$ cat src/rtl/display_mux_scheduler_pkg.sv
// Shared types and defaults for the two-digit display multiplexer.
// Holds the mux state encoding and the default refresh/blanking timing.
package display_pkg;

   typedef enum logic [1:0] {
      SHOW_R   = 2'd0,
      BLANK_RL = 2'd1,
      SHOW_L   = 2'd2,
      BLANK_LR = 2'd3
   } mux_state_t;

   localparam int DEFAULT_REFRESH_DIV  = 24000;
   localparam int DEFAULT_BLANK_CYCLES = 480;
   localparam int DIGIT_W              = 4;

endpackage

$ cat src/rtl/display_mux_scheduler_refresh_timer.sv
// Loadable down-counter that flags when it has reached zero.
// It holds at zero until the next load.
module refresh_timer #(
   parameter int              WIDTH     = 1,
   parameter logic [WIDTH-1:0] RESET_VAL = '0
) (
   input  logic             clk,
   input  logic             reset,
   input  logic             load,
   input  logic [WIDTH-1:0] load_val,
   output logic             zero
);

   logic [WIDTH-1:0] count_q;

   always_ff @(posedge clk) begin
      if (reset) begin
         count_q <= RESET_VAL;
      end else if (load) begin
         count_q <= load_val;
      end else if (count_q != '0) begin
         count_q <= count_q - WIDTH'(1);
      end
   end

   assign zero = (count_q == '0);

endmodule

$ cat src/rtl/display_mux_scheduler.sv
// Time-multiplexes one seven-segment decoder between a left and right digit,
// with a blanking gap between anode switches and a two-entry key history.
module display_mux_scheduler
   import display_pkg::*;
#(
   parameter int REFRESH_DIV  = DEFAULT_REFRESH_DIV,
   parameter int BLANK_CYCLES = DEFAULT_BLANK_CYCLES
) (
   input  logic               clk,
   input  logic               reset,
   input  logic               key_valid,
   input  logic [DIGIT_W-1:0] key_digit,
   output logic [DIGIT_W-1:0] seg_digit,
   output logic               en_left,
   output logic               en_right,
   output logic [DIGIT_W-1:0] digit_left,
   output logic [DIGIT_W-1:0] digit_right,
   output logic               key_accepted
);

   localparam int MAX_CNT = (REFRESH_DIV > BLANK_CYCLES) ? REFRESH_DIV : BLANK_CYCLES;
   localparam int TW      = ($clog2(MAX_CNT) < 1) ? 1 : $clog2(MAX_CNT);
   localparam logic [TW-1:0] SHOW_LOAD  = TW'(REFRESH_DIV - 1);
   localparam logic [TW-1:0] BLANK_LOAD = TW'((BLANK_CYCLES > 0) ? BLANK_CYCLES - 1 : 0);
   localparam bit SKIP_BLANK = (BLANK_CYCLES == 0);

   mux_state_t         state_q, state_d;
   logic               timer_zero;
   logic [TW-1:0]      load_val;
   logic               key_valid_q;
   logic               capture;
   logic [DIGIT_W-1:0] digit_left_q, digit_right_q;
   logic               key_accepted_q;

   // Reset loads the first SHOW period directly so SHOW_R lasts REFRESH_DIV cycles.
   refresh_timer #(
      .WIDTH     (TW),
      .RESET_VAL (SHOW_LOAD)
   ) u_timer (
      .clk      (clk),
      .reset    (reset),
      .load     (timer_zero),
      .load_val (load_val),
      .zero     (timer_zero)
   );

   always_comb begin
      state_d = state_q;
      if (timer_zero) begin
         case (state_q)
            SHOW_R:   state_d = SKIP_BLANK ? SHOW_L : BLANK_RL;
            BLANK_RL: state_d = SHOW_L;
            SHOW_L:   state_d = SKIP_BLANK ? SHOW_R : BLANK_LR;
            BLANK_LR: state_d = SHOW_R;
            default:  state_d = SHOW_R;
         endcase
      end
   end

   assign load_val = ((state_d == SHOW_R) || (state_d == SHOW_L)) ? SHOW_LOAD : BLANK_LOAD;

   always_ff @(posedge clk) begin
      if (reset) begin
         state_q <= SHOW_R;
      end else begin
         state_q <= state_d;
      end
   end

   // Only the rising edge of key_valid captures, so a held key counts once.
   assign capture = key_valid & ~key_valid_q;

   always_ff @(posedge clk) begin
      if (reset) begin
         key_valid_q    <= 1'b0;
         digit_left_q   <= '0;
         digit_right_q  <= '0;
         key_accepted_q <= 1'b0;
      end else begin
         key_valid_q    <= key_valid;
         key_accepted_q <= capture;
         if (capture) begin
            digit_left_q  <= digit_right_q;
            digit_right_q <= key_digit;
         end
      end
   end

   // Blank states already present the upcoming digit so the decoder settles early.
   always_comb begin
      en_left   = 1'b0;
      en_right  = 1'b0;
      seg_digit = digit_right_q;
      case (state_q)
         SHOW_R: begin
            en_right  = 1'b1;
            seg_digit = digit_right_q;
         end
         BLANK_RL: seg_digit = digit_left_q;
         SHOW_L: begin
            en_left   = 1'b1;
            seg_digit = digit_left_q;
         end
         BLANK_LR: seg_digit = digit_right_q;
         default:  seg_digit = digit_right_q;
      endcase
   end

   assign digit_left   = digit_left_q;
   assign digit_right  = digit_right_q;
   assign key_accepted = key_accepted_q;

endmodule
$ cat config.mk
export PLATFORM = sky130hd
export DESIGN_NAME = display_mux_scheduler
export DESIGN_NICKNAME = d
export VERILOG_FILES = /design/src/rtl/display_mux_scheduler_pkg.sv /design/src/rtl/display_mux_scheduler_refresh_timer.sv /design/src/rtl/display_mux_scheduler.sv
export SDC_FILE = /design/constraint.sdc
export NUM_CORES = 1
export LEC_CHECK = 0
export BUFFER_PORTS_ARGS = -buffer_cell sky130_fd_sc_hd__buf_4
export CORE_ASPECT_RATIO = 1.5
export CORE_UTILIZATION = 53
export CTS_CLUSTER_DIAMETER = 100
export DETAILED_ROUTE_END_ITERATION = 6
export GPL_TIMING_DRIVEN = 0
export MAX_ROUTING_LAYER = met4
export PLACE_DENSITY = 0.88
export SLEW_MARGIN = 20
export SYNTH_ARGS = -nofsm -noshare
export SYNTH_HDL_FRONTEND = slang
export SYNTH_SLANG_ARGS = --single-unit
$ cat constraint.sdc
create_clock -name clk -period 1.7 [get_ports clk]
set_input_delay 0.425 -clock clk [delete_from_list [all_inputs] [get_ports clk]]
set_output_delay 0.425 -clock clk [all_outputs]
set_load 0.02 [all_outputs]
==> results of run 1 <==
repair_timing:
item                       in CTS  in global routing
setup buffers                   2                  3
pin swaps                       1                  2
setup endpoints to repair      11                 17
resized for setup              16                 10
hold buffers                    0                  0
cell usage after synthesis, types with 2 or more instances:
| library cell | n | area [sq um] |
|---|---|---|
| dfxtp_1 | 27 | 541 |
| ha_1 | 4 | 50.1 |
| inv_1 | 4 | 15.0 |
| mux2_2 | 4 | 45.0 |
| mux2i_1 | 9 | 90.1 |
| nand2_1 | 10 | 37.5 |
| nand3_1 | 2 | 10.0 |
| nand3b_1 | 2 | 15.0 |
| nand4_1 | 2 | 12.5 |
| nor2_1 | 13 | 48.8 |
| nor2b_1 | 4 | 25.0 |
| nor3_1 | 3 | 15.0 |
| o21a_1 | 2 | 15.0 |
| o21ai_0 | 5 | 25.0 |
| xnor2_1 | 4 | 35.0 |
| xor2_1 | 7 | 61.3 |
per-layer routing:
layer / wire length [microns] / global-route usage [%] / vias to the layer above
met2: 1400 / 42.0 / 25
met5: 0 / - / -
met3: 97 / 2.93 / 4
met4: 40 / 9.05 / 0
li1: - / - / 461
met1: 939 / 20.5 / 417
through the flow:
| step | instance area [sq um] | instances | total power [W] | TNS, ns |
|---|---|---|---|---|
| after floorplan | 1210 | 118 | 0.000744 | 0 |
| after global placement | 1390 | 161 | 0.000785 | -0.0640 |
| after detailed placement | 1390 | 161 | 0.000791 | -0.299 |
| after CTS | 1490 | 167 | 0.00106 | -0.804 |
| after global routing | 1550 | 169 | 0.00109 | -0.984 |
| final | 1550 | 169 | 0.00106 | -0.835 |
final cells by class:
class                      instances  area share [%]
multi-input combinational         84            45.4
sequential                        27            35.5
timing repair buffer              26            14.1
tap                               22            1.78
clock buffer                       4            1.70
inverter                           4           0.972
buffer                             2           0.567
kinds of logic after synthesis:
logic type	share of synthesized area, %
flops	44.8
simple gates	23.5
mux	11.2
buf+inv	2.90
fa+ha+maj	4.15
xor+xnor	7.99
compound gates	5.39
worst paths after layout:
path	slack, ns	endpoint	cells after the start
worst max-delay path	-0.22	seg_digit[3]	4
worst min-delay path	0.33	u_timer.count_q[9]	2
worst max register to register	0.08	state_q[1]	6
worst min register to register	0.44	key_accepted	1
sequential cells by signal, summed over array words and instances, names as in the netlist:
register	cells
u_timer.count_q	15
digit_left	4
digit_right	4
state_q	2
key_accepted	1
key_valid_q	1
power groups by stage:
stage	Sequential [W]	Combinational, W	Clock (W)
after floorplan	0.000691	0.0000530	0
after global placement	0.000681	0.000105	0
after detailed placement	0.000682	0.000109	0
after CTS	0.000669	0.000118	0.000273
after global routing	0.000673	0.000129	0.000290
final	0.000670	0.000121	0.000273
worst max-delay path, cell delays in order (launching register included):
cell,delay [ns]
dfxtp_2,0.36
inv_2,0.05
ha_4,0.31
mux2_4,0.32
buf_6,0.13
layout by cell type, fill, tap and decap left out, drive strengths merged, types with 2 or more instances in the layout:
master	n
xor2	7
nor4	2
nand4	2
nor3	5
buf	27
mux2i	9
o21ai	5
clkbuf	5
nor2b	4
nand2	10
xnor2	4
mux2	4
inv	4
dfxtp	27
nand3b	2
o21a	2
ha	4
nor2	14
nand3	2
==> flow_summary.json, run 1 <==
{
  "drive_above_1_share_pct": 35.4,
  "syn_inst": 118,
  "cp.required_ns": 1.27,
  "yosysWarningCount": 0,
  "grt_use_total_pct": 22.3,
  "crit_path_start_kind": "flop",
  "multi_input_area_sq_um": 702,
  "postLayoutCoreUtil_pct": 74.4,
  "setup_viol": 4,
  "portBuffers": 21,
  "reg2reg_from": "u_timer.count_q[0]",
  "h-tree-depth": 1,
  "grt_pass1_wl_mm": 3.71,
  "nets": 159,
  "worstSkewPairLatency_ns": 0.32,
  "synth-edff-count": 0,
  "worst_pin_slew_ns": 0.410,
  "fmax_mhz": 521,
  "io_pins": 22,
  "worstSetupPathType": "flop to output pin",
  "clk_path_buf_depth": 2,
  "finalHoldViolCount": 0,
  "rows": 20,
  "hpwl_mm": 1.71,
  "synth_ff_type": "dfxtp_1",
  "irDropWorstVdd_v": 0.000576,
  "rsz0062_at_grt": "true",
  "hold_class": "input pin to flop",
  "wirelength_mm": 2.48,
  "async_flop_share_pct": 0,
  "ys_types": 32,
  "pwr-share-comb_pct": 11.4,
  "seq_area_sq_um": 548,
  "p_leak_nw": 0.633,
  "postLayoutSetupSlackWorst_ns": -0.220,
  "antenna_cells": 0,
  "start_util_pct": 58.1,
  "seqPwrFrac_pct": 63.0,
  "power.density_nw_per_um2": 689,
  "min-delay-start": "reset",
  "swShare_pct": 24.5,
  "cts_tree": "yes",
  "status": "finished with violations",
  "cp-startpoint": "state_q[0]",
  "min_period_over_period_pct": 113,
  "die_h_microns": 60.4,
  "synth-seq-cells": 27,
  "preCtsSetupSlack_ns": -0.0759,
  "wire_per_inst_microns": 14.7,
  "grt_overflow_total": 0,
  "min_period_ns": 1.92,
  "maxCapViolations": 0,
  "clock_skew_ns": 0.00319,
  "netlist_area_sq_um": 1210,
  "via_per_inst": 5.37,
  "avgSynthCellArea_sq_um": 10.2,
  "synthToLayoutAreaGrowth_pct": 28.1,
  "fin_hold_ws_ns": 0.330,
  "drc_errors": 0,
  "grt_pass1_vias": 937,
  "root_buffer": "clkbuf_4",
  "slew_headroom_pct": 72.4,
  "drv_slew": 0,
  "firstDrtPassIters": 4,
  "dieArea_sq_um": 2470,
  "drt_iter0_drc": 18,
  "violations": "negative setup slack",
  "p_sw_w": 0.000261,
  "gp_congestion": 0.703,
  "power.internal_w": 0.000803,
  "antenna_left": 0,
  "ys_seq_area_share_pct": 44.8,
  "grt_max_degree": 15,
  "cp.arrival_ns": 1.49,
  "endpoint_kind": "output pin",
  "routed-via-count": 907,
  "crit_fanout": 5,
  "cts_buffers": 3,
  "syn_nets": 129,
  "core-area_sq_um": 2080,
  "clkSlewWorstSetupHoldPaths_ns": 0.14,
  "num-fill-cells": 148,
  "p_clk_share_pct": 25.7,
  "antenna_found_initial": 0,
  "die_w_microns": 41.0,
  "numClockSinks": 27
}
Power figures use the tool's default switching activity.
==> run 2: changes to the inputs <==
--- a/config.mk
+++ b/config.mk
@@ -5,12 +5,11 @@
 export SDC_FILE = /design/constraint.sdc
 export NUM_CORES = 1
 export LEC_CHECK = 0
-export BUFFER_PORTS_ARGS = -buffer_cell sky130_fd_sc_hd__buf_4
+export BUFFER_PORTS_ARGS = -buffer_cell sky130_fd_sc_hd__buf_2
 export CORE_ASPECT_RATIO = 1.5
 export CORE_UTILIZATION = 53
 export CTS_CLUSTER_DIAMETER = 100
 export DETAILED_ROUTE_END_ITERATION = 6
-export GPL_TIMING_DRIVEN = 0
 export MAX_ROUTING_LAYER = met4
 export PLACE_DENSITY = 0.88
 export SLEW_MARGIN = 20
==> flow_summary.json, run 2 (synthesis results as in run 1) <==
{
  "crit_path_start_kind": "flop",
  "crit_fanout": 5,
  "die_w_microns": 41.0,
  "final_cell_area_sq_um": 1490,
  "postCtsHoldBufs": 0,
  "fmax_mhz": 519,
  "grt_max_degree": 16,
  "min_period_over_period_pct": 113,
  "violations": "negative setup slack",
  "slew_headroom_pct": 75.3,
  "crit_slowest_cell": "dfxtp_2",
  "setup_viol": 4,
  "final_cell_mix": "dfxtp_1 (24), buf_2 (16), nor2_1 (13)",
  "antenna_left": 0,
  "rows": 20,
  "num-fill-cells": 156,
  "finalHoldViolCount": 0,
  "hold_class": "input pin to flop",
  "cts_buffers": 3,
  "postLayoutSetupSlackWorst_ns": -0.228,
  "largest_reg_flops": 15,
  "core-area_sq_um": 2080,
  "endpoint_kind": "output pin",
  "power.density_nw_per_um2": 719,
  "power_w": 0.00107,
  "grt_use_total_pct": 24.7,
  "drv_slew": 0,
  "cp_top_family": "flip-flops",
  "die_h_microns": 60.4,
  "rsz0062_at_grt": "true",
  "cts_tree": "yes",
  "crit_path_max_incr_delay_ns": 0.37,
  "dieArea_sq_um": 2470,
  "wire_per_inst_microns": 14.7,
  "irDropWorstVdd_v": 0.000667,
  "clock_skew_ns": 0.00723,
  "nets": 162,
  "postLayoutCoreUtil_pct": 71.8,
  "grt_overflow_total": 0,
  "portBuffers": 21,
  "start_util_pct": 58.1,
  "io_pins": 22,
  "wirelength_mm": 2.52,
  "worst_pin_slew_ns": 0.368,
  "cp.required_ns": 1.27,
  "cp.arrival_ns": 1.50,
  "root_buffer": "clkbuf_4",
  "gp_congestion": 0.758,
  "maxCapViolations": 0,
  "grt_pass1_wl_mm": 4.14,
  "min_period_ns": 1.93,
  "drc_errors": 0,
  "path_cells": "inv_2, ha_4, mux2_4, buf_6",
  "path_buf_inv": 2,
  "hpwl_mm": 1.66,
  "clk_path_buf_depth": 2,
  "top_register": "u_timer.count_q",
  "routed-via-count": 975,
  "worstSetupPathType": "flop to output pin",
  "firstDrtPassIters": 4,
  "h-tree-depth": 1,
  "antenna_cells": 0,
  "dpl_cell_area_sq_um": 1370,
  "via_per_inst": 5.67,
  "worstSkewPairLatency_ns": 0.33,
  "clkSlewWorstSetupHoldPaths_ns": 0.15,
  "synthToLayoutAreaGrowth_pct": 23.7,
  "final_common_cell": "dfxtp_1",
  "p_leak_nw": 0.623,
  "numClockSinks": 27,
  "grt_pass1_vias": 962,
  "drt_iter0_drc": 16,
  "antenna_found_initial": 0,
  "drive_above_1_share_pct": 36.7,
  "status": "finished with violations"
}
## run 2: cell type report
class                           instances  area, sq um  share of cell area (%)
Tap cell                               22         27.5                    1.85
Clock buffer                            3         22.5                    1.51
Sequential cell                        27          544                    36.5
Inverter                                4         15.0                    1.01
Timing Repair Buffer                   31          208                    13.9
Clock inverter                          1         5.00                   0.336
Multi-Input combinational cell         84          669                    44.9
## run 2: where the power goes
part | total, W | switching, W | internal (W)
Combinational | 0.000121 | 0.0000653 | 0.0000560
Clock | 0.000285 | 0.000196 | 0.0000886
Sequential | 0.000666 | 0.0000157 | 0.000651
Total | 0.00107 | 0.000277 | 0.000795
## run 2: metal layers
metal / GRT usage (%) / up-vias / part of all wire (%)
li1: - / 466 / -
met5: - / - / 0
met4: 8.57 / 0 / 1.7
met3: 2.56 / 5 / 3.2
met2: 42.4 / 26 / 54
met1: 28.0 / 478 / 41
## run 2: worst register-to-register path, cell delays in order (launching register included)
cell	delay (ns)
dfxtp_2	0.39
inv_1	0.07
ha_1	0.18
nor4b_4	0.14
and4_4	0.24
a21oi_1	0.24
buf_4	0.20
o21ai_0	0.08
## run 2: path summary, 6_finish.rpt
path / start / to / slack, ns / cells past startpoint
max: state_q[1] / seg_digit[3] / -0.23 / 4
min: key_digit[2] / digit_right[2] / 0.33 / 3
max reg2reg: u_timer.count_q[1] / u_timer.count_q[12] / 0.06 / 7
min reg2reg: key_valid_q / key_accepted / 0.45 / 1
## run 2: timing repair
item                                   CTS  global route
pin swaps                                1             2
endpoints found under the hold margin    0             0
setup endpoints to repair                4            13
resized for setup                       17             4
gates cloned                             0             0
buffers inserted                         2             1
## run 2: metrics by stage
step	TNS, ns	hold WS [ns]	worst slack [ns]	std cells
final	-0.898	0.334	-0.228	172
after global routing	-1.34	0.347	-0.265	172
after CTS	-0.834	0.330	-0.211	171
after detailed placement	0	0.411	0.00317	165
after global placement	0	0.399	0.0415	165
after floorplan	0	0.392	0.158	118
==> run 3: changes to the inputs <==
--- a/config.mk
+++ b/config.mk
@@ -12,6 +12,7 @@
 export DETAILED_ROUTE_END_ITERATION = 6
 export MAX_ROUTING_LAYER = met4
 export PLACE_DENSITY = 0.88
+export REMOVE_ABC_BUFFERS = 1
 export SLEW_MARGIN = 20
 export SYNTH_ARGS = -nofsm -noshare
 export SYNTH_HDL_FRONTEND = slang
==> flow_summary.json, run 3 (synthesis results as in run 1) <==
{
  "cts_tree": "yes",
  "grt_pass1_wl_mm": 3.59,
  "drive_above_1_share_pct": 34.7,
  "core-area_sq_um": 2080,
  "reg2regPathDepth": 7,
  "via_per_inst": 5.49,
  "status": "finished with violations",
  "routed-via-count": 944,
  "nets": 162,
  "clkSlewWorstSetupHoldPaths_ns": 0.14,
  "finalHoldViolCount": 0,
  "drv_slew": 0,
  "hold_class": "input pin to flop",
  "min_period_over_period_pct": 113,
  "crit_path_start_kind": "flop",
  "rsz0062_at_grt": "true",
  "gp_congestion": 0.686,
  "reg2reg_from": "u_timer.count_q[1]",
  "grt_use_total_pct": 21.7,
  "worstSetupPathType": "flop to output pin",
  "postLayoutSetupSlackWorst_ns": -0.229,
  "cp.arrival_ns": 1.50,
  "fmax_mhz": 518,
  "antenna_left": 0,
  "grt_pass1_vias": 836,
  "irDropWorstVdd_v": 0.000632,
  "num-fill-cells": 152,
  "portBuffers": 21,
  "die_h_microns": 60.4,
  "start_util_pct": 58.1,
  "multi_input_area_sq_um": 658,
  "antenna_cells": 0,
  "h-tree-depth": 1,
  "endpoint_kind": "output pin",
  "wire_per_inst_microns": 13.4,
  "power.density_nw_per_um2": 720,
  "min_to": "digit_right[3]",
  "synthToLayoutAreaGrowth_pct": 22.3,
  "hpwl_mm": 1.61,
  "worst_pin_slew_ns": 0.375,
  "final_cell_mix": "dfxtp_1 (25), buf_2 (17), nor2_1 (13)",
  "min_period_ns": 1.93,
  "dpl_cell_area_sq_um": 1370,
  "top_register": "u_timer.count_q",
  "dieArea_sq_um": 2470,
  "antenna_found_initial": 0,
  "postCtsHoldBufs": 0,
  "place_inst": 165,
  "root_buffer": "clkbuf_4",
  "rrSetupSlack_ns": 0.11,
  "wirelength_mm": 2.31,
  "postLayoutCoreUtil_pct": 71.0,
  "grt_max_degree": 15,
  "final_cell_count_no_fill": 172,
  "rows": 20,
  "maxCapViolations": 0,
  "drc_errors": 0,
  "crit_fanout": 5,
  "final_common_cell": "dfxtp_1",
  "worstSkewPairLatency_ns": 0.34,
  "grt_overflow_total": 0,
  "min-delay-start": "key_digit[3]",
  "clk_path_buf_depth": 2,
  "clock_skew_ns": 0.00809,
  "p_leak_nw": 0.605,
  "drt_iter0_drc": 9,
  "setup_viol": 4,
  "numClockSinks": 27,
  "seq_area_sq_um": 543,
  "tns_ns": -0.897,
  "final_cell_area_sq_um": 1480,
  "largest_reg_flops": 15,
  "violations": "negative setup slack",
  "r2r-end": "state_q[0]",
  "die_w_microns": 41.0,
  "hold_path_depth": 3,
  "slew_headroom_pct": 74.8,
  "io_pins": 22,
  "firstDrtPassIters": 4,
  "cts_buffers": 3,
  "cp.required_ns": 1.27
}
[run 3: changes by cell type in the layout (fill, tap and decap cells not counted), sizes merged]
cell	before	now
clkinv	1	0
clkbuf	3	4
[run 3: worst max path at each step]
stage               depth (start not counted)             endpoint          startpoint  slack, ns
finish                                      4         seg_digit[1]          state_q[0]      -0.23
global route                                4         seg_digit[1]          state_q[0]      -0.28
CTS                                         4         seg_digit[2]          state_q[0]      -0.21
detailed placement                          4         seg_digit[2]          state_q[0]      -0.02
global placement                            4         seg_digit[0]          state_q[0]       0.04
floorplan                                   6  u_timer.count_q[10]  u_timer.count_q[0]       0.12
[run 3: stage by stage]
step / setup WS [ns] / hold slack [ns] / power [W]
after global routing: -0.278 / 0.318 / 0.00110
after CTS: -0.215 / 0.328 / 0.00106
final: -0.229 / 0.320 / 0.00106
after detailed placement: -0.0187 / 0.432 / 0.000783
after floorplan: 0.116 / 0.392 / 0.000740
after global placement: 0.0430 / 0.399 / 0.000777
[run 3: repair_timing]
action | in CTS | in global routing
gates resized for setup | 18 | 0
setup endpoints to repair | 4 | 6
buffers inserted | 1 | 2
pin swaps | 1 | 2
[run 3: layer usage]
layer	GRT usage [%]	vias up	part of all wire (%)
met3	2.20	3	2.5
met4	7.14	0	1.6
met1	24.8	451	42
li1	-	469	-
met5	-	-	0
met2	37.5	21	54
[run 3: where the power goes]
| part | internal (W) | switching [W] | total (W) |
|---|---|---|---|
| registers | 0.000650 | 0.0000164 | 0.000666 |
| clock network | 0.0000924 | 0.000188 | 0.000281 |
| logic | 0.0000537 | 0.0000610 | 0.000115 |
[run 3: final cells by class]
| type | instances | share of cell area [%] |
|---|---|---|
| timing repair buffer | 31 | 13.9 |
| inverter | 4 | 1.02 |
| tap | 22 | 1.87 |
| sequential | 27 | 36.8 |
| multi-input combinational | 84 | 44.6 |
| clock buffer | 4 | 1.78 |
[run 3: worst max-delay path, stage by stage, from the launching register on]
cell and delay (ns):
dfxtp_2 0.36, inv_2 0.05, ha_4 0.31, mux2_4 0.32
buf_6 0.13
